`config.mk`:
```
export PLATFORM = sky130hd
export DESIGN_NAME = ctx_report_arbiter
export DESIGN_NICKNAME = d
export VERILOG_FILES = /design/src/rtl/ctx_report_arbiter.sv
export SDC_FILE = /design/constraint.sdc
export NUM_CORES = 1
export LEC_CHECK = 0
export CAP_MARGIN = 20
export CORE_MARGIN = 5
export CORE_UTILIZATION = 30
export CTS_CLUSTER_SIZE = 12
export DETAILED_ROUTE_END_ITERATION = 10
export DONT_BUFFER_PORTS = 1
export GPL_TIMING_DRIVEN = 0
export HOLD_SLACK_MARGIN = 0.02
export PLACE_DENSITY = 0.4
export SYNTH_ARGS = -nofsm -noshare
export SYNTH_HDL_FRONTEND = slang
export SYNTH_SLANG_ARGS = --single-unit
```
`constraint.sdc`:
```
create_clock -name clk -period 2.6 [get_ports clk]
set_input_delay 0.52 -clock clk [delete_from_list [all_inputs] [get_ports clk]]
set_output_delay 0.52 -clock clk [all_outputs]
set_load 0.05 [all_outputs]
```
`src/rtl/ctx_report_arbiter.sv`:
```
// ctx_report_arbiter
//   Round-robin arbiter sharing one report sink between NUM_REQ contexts.
//   A winning context's data word is latched, issued to the sink with a
//   valid/ready handshake, and then acknowledged with a one-cycle ack pulse.
//
// Ports
//   clk        : clock, rising edge
//   rst        : asynchronous active-high reset
//   req        : per-context request level (hold until ack)
//   req_data   : per-context data, context i at [i*DATA_W +: DATA_W]
//   gnt        : one-hot registered grant (ISSUE state)
//   ack        : one-hot one-cycle completion pulse (DONE state)
//   out_valid  : sink data valid
//   out_data   : latched data of the granted context
//   out_src    : index of the granted context
//   out_ready  : sink accepts the word
//   busy       : high whenever the arbiter is not idle
module ctx_report_arbiter #(
  parameter int unsigned NUM_REQ = 2,
  parameter int unsigned DATA_W  = 32,
  parameter int unsigned ID_W    = ($clog2(NUM_REQ) > 1) ? $clog2(NUM_REQ) : 1
) (
  input  logic                       clk,
  input  logic                       rst,
  input  logic [NUM_REQ-1:0]         req,
  input  logic [NUM_REQ*DATA_W-1:0]  req_data,
  output logic [NUM_REQ-1:0]         gnt,
  output logic [NUM_REQ-1:0]         ack,
  output logic                       out_valid,
  output logic [DATA_W-1:0]          out_data,
  output logic [ID_W-1:0]            out_src,
  input  logic                       out_ready,
  output logic                       busy
);

  typedef enum logic [1:0] {
    IDLE  = 2'd0,
    ISSUE = 2'd1,
    DONE  = 2'd2
  } state_t;

  state_t              state_q, state_d;
  logic [ID_W-1:0]     ptr_q, ptr_d;
  logic [NUM_REQ-1:0]  gnt_q, gnt_d;
  logic [NUM_REQ-1:0]  ack_q, ack_d;
  logic [DATA_W-1:0]   out_data_q, out_data_d;
  logic [ID_W-1:0]     out_src_q, out_src_d;

  logic                win_found;
  logic [ID_W-1:0]     win_idx;
  logic [ID_W-1:0]     cand;
  int unsigned         idx;

  // Round-robin pick: first set request scanning upward from ptr, wrapping.
  always_comb begin
    win_found = 1'b0;
    win_idx   = '0;
    cand      = '0;
    idx       = 0;
    for (int unsigned k = 0; k < NUM_REQ; k++) begin
      idx = 32'(ptr_q) + k;
      if (idx >= NUM_REQ) idx = idx - NUM_REQ;
      cand = ID_W'(idx);
      if (!win_found && req[cand]) begin
        win_found = 1'b1;
        win_idx   = cand;
      end
    end
  end

  always_comb begin
    state_d    = state_q;
    ptr_d      = ptr_q;
    gnt_d      = gnt_q;
    ack_d      = '0;
    out_data_d = out_data_q;
    out_src_d  = out_src_q;
    case (state_q)
      IDLE: begin
        if (win_found) begin
          out_data_d       = req_data[win_idx*DATA_W +: DATA_W];
          out_src_d        = win_idx;
          gnt_d            = '0;
          gnt_d[win_idx]   = 1'b1;
          state_d          = ISSUE;
        end
      end
      ISSUE: begin
        if (out_ready) begin
          state_d          = DONE;
          gnt_d            = '0;
          ack_d[out_src_q] = 1'b1;
          ptr_d            = (out_src_q == ID_W'(NUM_REQ - 1)) ? '0 : out_src_q + 1'b1;
        end
      end
      DONE: begin
        state_d = IDLE;
      end
      default: begin
        state_d = IDLE;
        gnt_d   = '0;
      end
    endcase
  end

  always_ff @(posedge clk or posedge rst) begin
    if (rst) begin
      state_q    <= IDLE;
      ptr_q      <= '0;
      gnt_q      <= '0;
      ack_q      <= '0;
      out_data_q <= '0;
      out_src_q  <= '0;
    end else begin
      state_q    <= state_d;
      ptr_q      <= ptr_d;
      gnt_q      <= gnt_d;
      ack_q      <= ack_d;
      out_data_q <= out_data_d;
      out_src_q  <= out_src_d;
    end
  end

  assign gnt       = gnt_q;
  assign ack       = ack_q;
  assign out_valid = (state_q == ISSUE);
  assign out_data  = out_data_q;
  assign out_src   = out_src_q;
  assign busy      = (state_q != IDLE);

endmodule

```
## Word-level counts from Yosys, hierarchy flattened

Index checks and enable logic that the tools add are counted.
W data, S select, Z words.

| storage, ports and cells | value |
|---|---|
| input bits | 69 |
| output and inout bits | 39 |
| register bits | 40 |

| cells by class | value |
|---|---|
| add/subtract/negate cells | 4 |
| equality and inequality tests | 4 |
| order comparisons | 8 |
| bitwise gates (word level) | 1 |
| mux-type cells | 23 |
| shift-type cells | 1 |
| reduce and logical (&&, ||, !) cells | 10 |

Operator list:

| cell | count |
|---|---|
| $shiftx A64 B7 Y32 | 1 |
| $mux W1 | 13 |
| $mux W2 | 6 |
| $lt A1 B2 Y1 const B | 4 |
| $pmux W2 S3 | 1 |
| $reduce_and A2 Y1 | 3 |
| $pmux W2 S2 | 1 |
| $logic_and A1 B1 Y1 | 3 |
| $reduce_and A3 Y1 | 1 |
| $add A1 B1 Y2 const B | 1 |
| $demux W1 S1 | 2 |
| $eq A2 B1 Y1 const B | 1 |
| $eq A2 B2 Y1 const B | 1 |
| $ge A1 B1 Y1 const B | 2 |
| $ge A1 B2 Y1 const B | 1 |
| $ge A2 B2 Y1 const B | 1 |
| $logic_not A2 Y1 | 1 |
| $ne A2 B1 Y1 const B | 1 |
| $ne A2 B2 Y1 const B | 1 |
| $reduce_bool A2 Y1 | 1 |
| $sub A1 B1 Y1 const B | 2 |
| $add A1 B1 Y1 const B | 1 |
| $logic_not A1 Y1 | 1 |
| $not A1 Y1 | 1 |

## Logic depth before layout (Yosys ltp)

| depth | value |
|---|---|
| word-level depth | 14 |
| gate-level depth with buffers | 7 |

## Worst setup path before layout

OpenSTA, ideal clock, no wires.

| path | value |
|---|---|
| path type | register -> output |
| start | reg state_q[1] |
| end | out busy |
| arrival | 1.206 ns |
| cell stages (with the launch flop) | 4 |
| path slack | 0.874 ns |
| required time | 2.080 ns |
| buffers on the path | 1 |
| cell sequence | dfrtp_1 > nor2_2 > clkbuf_1 > inv_1 |

| between the ends | value |
|---|---|
| longest elaborated chain between the ends | 1 |

RTL lines:

| element | RTL line | RTL |
|---|---|---|
| start, declared | 42 | `state_t state_q, state_d;` |
| start signal, assigned | 115 | `state_q <= state_d;` |
| $reduce_bool A2 Y1 | 129 | `assign busy = (state_q != IDLE);` |
| end, declared | 33 | `output logic busy` |

Every way passes these cells.

## Worst setup path after layout

Same ends and word-level chain as after synthesis.

==> flow_metrics.env <==
export IMPL_crit_family="buffers and inverters"
export IMPL_die_h_um=94.2
export IMPL_worstSetupEndpointType="primary output"
export IMPL_skew_ps=4.92
export IMPL_syn_num_nets=284
export IMPL_synth_edf_count=0
export IMPL_synthTopCellsByCount="dfrtp_1 (40), o21ai_0 (34), a21oi_1 (32), nand3_1 (32), a31oi_2 (30)"
export IMPL_setup_tns_ps=0
export IMPL_min_period_over_period=0.915
export IMPL_max_stage_delay_ps=440
export IMPL_grt_max_degree=33
export IMPL_drt_iter0_drc=50
export IMPL_diodes=0
export IMPL_coreArea_um2=6830
export IMPL_required_ps=2080
export IMPL_clk_latency_ps=290
export IMPL_total_power_mw=3.69
export IMPL_gp_congestion=0.709
export IMPL_grt_pass1_vias=1882
export IMPL_rsz0062_at_grt="no"
export IMPL_clock_sinks=40
export IMPL_ir_drop_mv=0.626
export IMPL_crit_arrival_ps=1860
export IMPL_wl_met2_um=3280
export IMPL_overflow=0
export IMPL_cp_start_kind="flip-flop"
export IMPL_power_density_nw_per_um2=1560
export IMPL_die_area_um2=8870
export IMPL_cts_buffer_depth=2
export IMPL_synth_cells=215
export IMPL_final_antenna_net_count=0
export IMPL_io_pins=108
export IMPL_crit_fanout=10
export IMPL_numCtsBuffers=5
export IMPL_ys_ff_latch=40
export IMPL_die_width_um=94.2
export IMPL_seq_area_frac_synth=0.471
export IMPL_synth_most_common_cell="dfrtp_1"
export IMPL_cap_violations=0
export IMPL_slew_viol_final=0
export IMPL_cts_root_buf="clkbuf_8"
export IMPL_top_layer_used="met4"
export IMPL_num_nets_final=293
export IMPL_n_fill_cell=750
export IMPL_path_cells="nor2_2, clkbuf_1, inv_1"
export IMPL_setup_viol=0
export IMPL_wire_per_inst_um=20.5
export IMPL_yosys_area_top_type_share=0.471
export IMPL_async_reset_ff_frac=1.00
export IMPL_crit_buf_inv=2
export IMPL_synth_cell_types=24
export IMPL_grt_pass1_wl_um=10300
export IMPL_path_clk_slew_ps=70
export IMPL_cts_resized=0
export IMPL_routed_wl_um=6580
export IMPL_ys_flop_type="dfrtp_1"
export IMPL_initial_core_util=0.311
export IMPL_postPlaceCellArea_um2=2270
export IMPL_max_slew_worst_pin_slew_ps=545
export IMPL_area_growth_pct=11.3
export IMPL_post_route_util=0.346
export IMPL_vias=1705
export IMPL_met3_length_um=535
export IMPL_antenna_found_initial=0
export IMPL_hpwlAfterDp_um=4650
export IMPL_p_leak_nw=0.846
export IMPL_mappedNetlistArea_um2=2130
export IMPL_yosys_top_cells_area="dfrtp_1 (47%), a31oi_2 (18%), o21ai_0 (8.0%)"
export IMPL_yosysTopAreaCell="dfrtp_1"
export IMPL_clock_fmax_mhz=420
export IMPL_status="finished clean"
export IMPL_holdCritPathClass="in2reg"
export IMPL_slew_headroom=0.637
export IMPL_drt_met1_wl_um=2680
export IMPL_drcViolationCount=0
export IMPL_critPathKind="reg2out"
export IMPL_stdcell_area_um2=2370
export IMPL_post_route_cells_drive_above_1_share=0.204
export IMPL_rows=30
export IMPL_syn_avg_cell_area_um2=9.89
export IMPL_post_route_min_period_ps=2380
export IMPL_slowest_stage="clkbuf_1"
export IMPL_synth_warnings=0
export IMPL_routed_via_density=5.31
export IMPL_finalHoldViolations=0
export IMPL_dr_pass1_iters=4
export IMPL_h_tree_depth=2
export IMPL_port_buffer_count=0
export IMPL_track_usage=0.152
export IMPL_cts_tree="built"
-- what timing repair did --
| item | in CTS | in global routing |
|---|---|---|
| hold buffers | 1 | 0 |
| setup buffers | 0 | 0 |
| endpoints found under the hold margin | 4 | 0 |
| endpoints found under the setup margin | 0 | 0 |
-- registers in the layout, indices dropped and copies added, names as in the netlist --
signal and cells:
gnt 2, out_src 1, out_data 32, ack 2
ptr_q 1, state_q 2
-- cells in the final DEF, fill, tap and decap left out, types with 2 or more instances in the layout --
cell type / synthesis / routed
nand2b_1: 2 / 2
dfrtp_1: 40 / 40
inv_1: 5 / 4
clkbuf_8: 0 / 6
a31oi_1: 2 / 2
nand2_1: 2 / 2
nand3_1: 32 / 32
a21oi_1: 32 / 32
clkbuf_1: 18 / 20
o21ai_0: 34 / 34
nor2_1: 2 / 2
a31oi_2: 30 / 30
buf_6: 4 / 4
-- kinds of logic after synthesis --
kind of cell / Yosys count / synth area share
muxes: 1 / 0.00471
buffers and inverters: 29 / 0.0665
DFF: 40 / 0.471
AOI/OAI and AO/OA: 101 / 0.350
and+or+nand+nor: 44 / 0.108
-- per-layer routing --
metal,vias to the layer above,track usage
met5,-,0
met2,65,0.251
met4,0,0.0505
met3,8,0.0489
met1,824,0.187
li1,808,-
-- where the power goes --
part / switching [mW] / internal (mW)
Sequential: 1.22 / 0.906
Combinational: 0.694 / 0.438
Clock: 0.216 / 0.217
-- final cells by class --
| type | count | area [um^2] | area share |
|---|---|---|---|
| flip-flops and latches | 40 | 1000 | 0.423 |
| multi-input cells | 146 | 983 | 0.416 |
| plain buffers | 24 | 123 | 0.0518 |
| well taps | 96 | 120 | 0.0508 |
| clock buffers | 8 | 90.1 | 0.0381 |
| repair buffers | 2 | 30.0 | 0.0127 |
| inverters | 5 | 18.8 | 0.00793 |
-- through the flow --
step / worst slack (ps) / hold slack, ps / instances
after floorplan: 874 / 464 / 215
after CTS: 182 / 327 / 321
final: 222 / 335 / 321
after global routing: 47.0 / 329 / 321
after global placement: 488 / 490 / 311
after detailed placement: 507 / 338 / 312
-- path summary, 6_finish.rpt --
kind / slack [ps] / cells past startpoint / start / end
worst max register to register: 950 / 4 / state_q[1]$_DFFE_PP0P_ / out_data[17]$_DFFE_PP0P_
worst min register to register: 510 / 1 / ptr_q$_DFFE_PP0P_ / ptr_q$_DFFE_PP0P_
worst max-delay path: 220 / 3 / state_q[1]$_DFFE_PP0P_ / busy
worst min-delay path: 340 / 1 / out_ready / state_q[0]$_DFFE_PP0P_
max in group asynchronous: 1560 / 3 / rst / out_data[14]$_DFFE_PP0P_
min in group asynchronous: 600 / 2 / rst / state_q[0]$_DFFE_PP0P_
(Power assumes the default switching activity.)
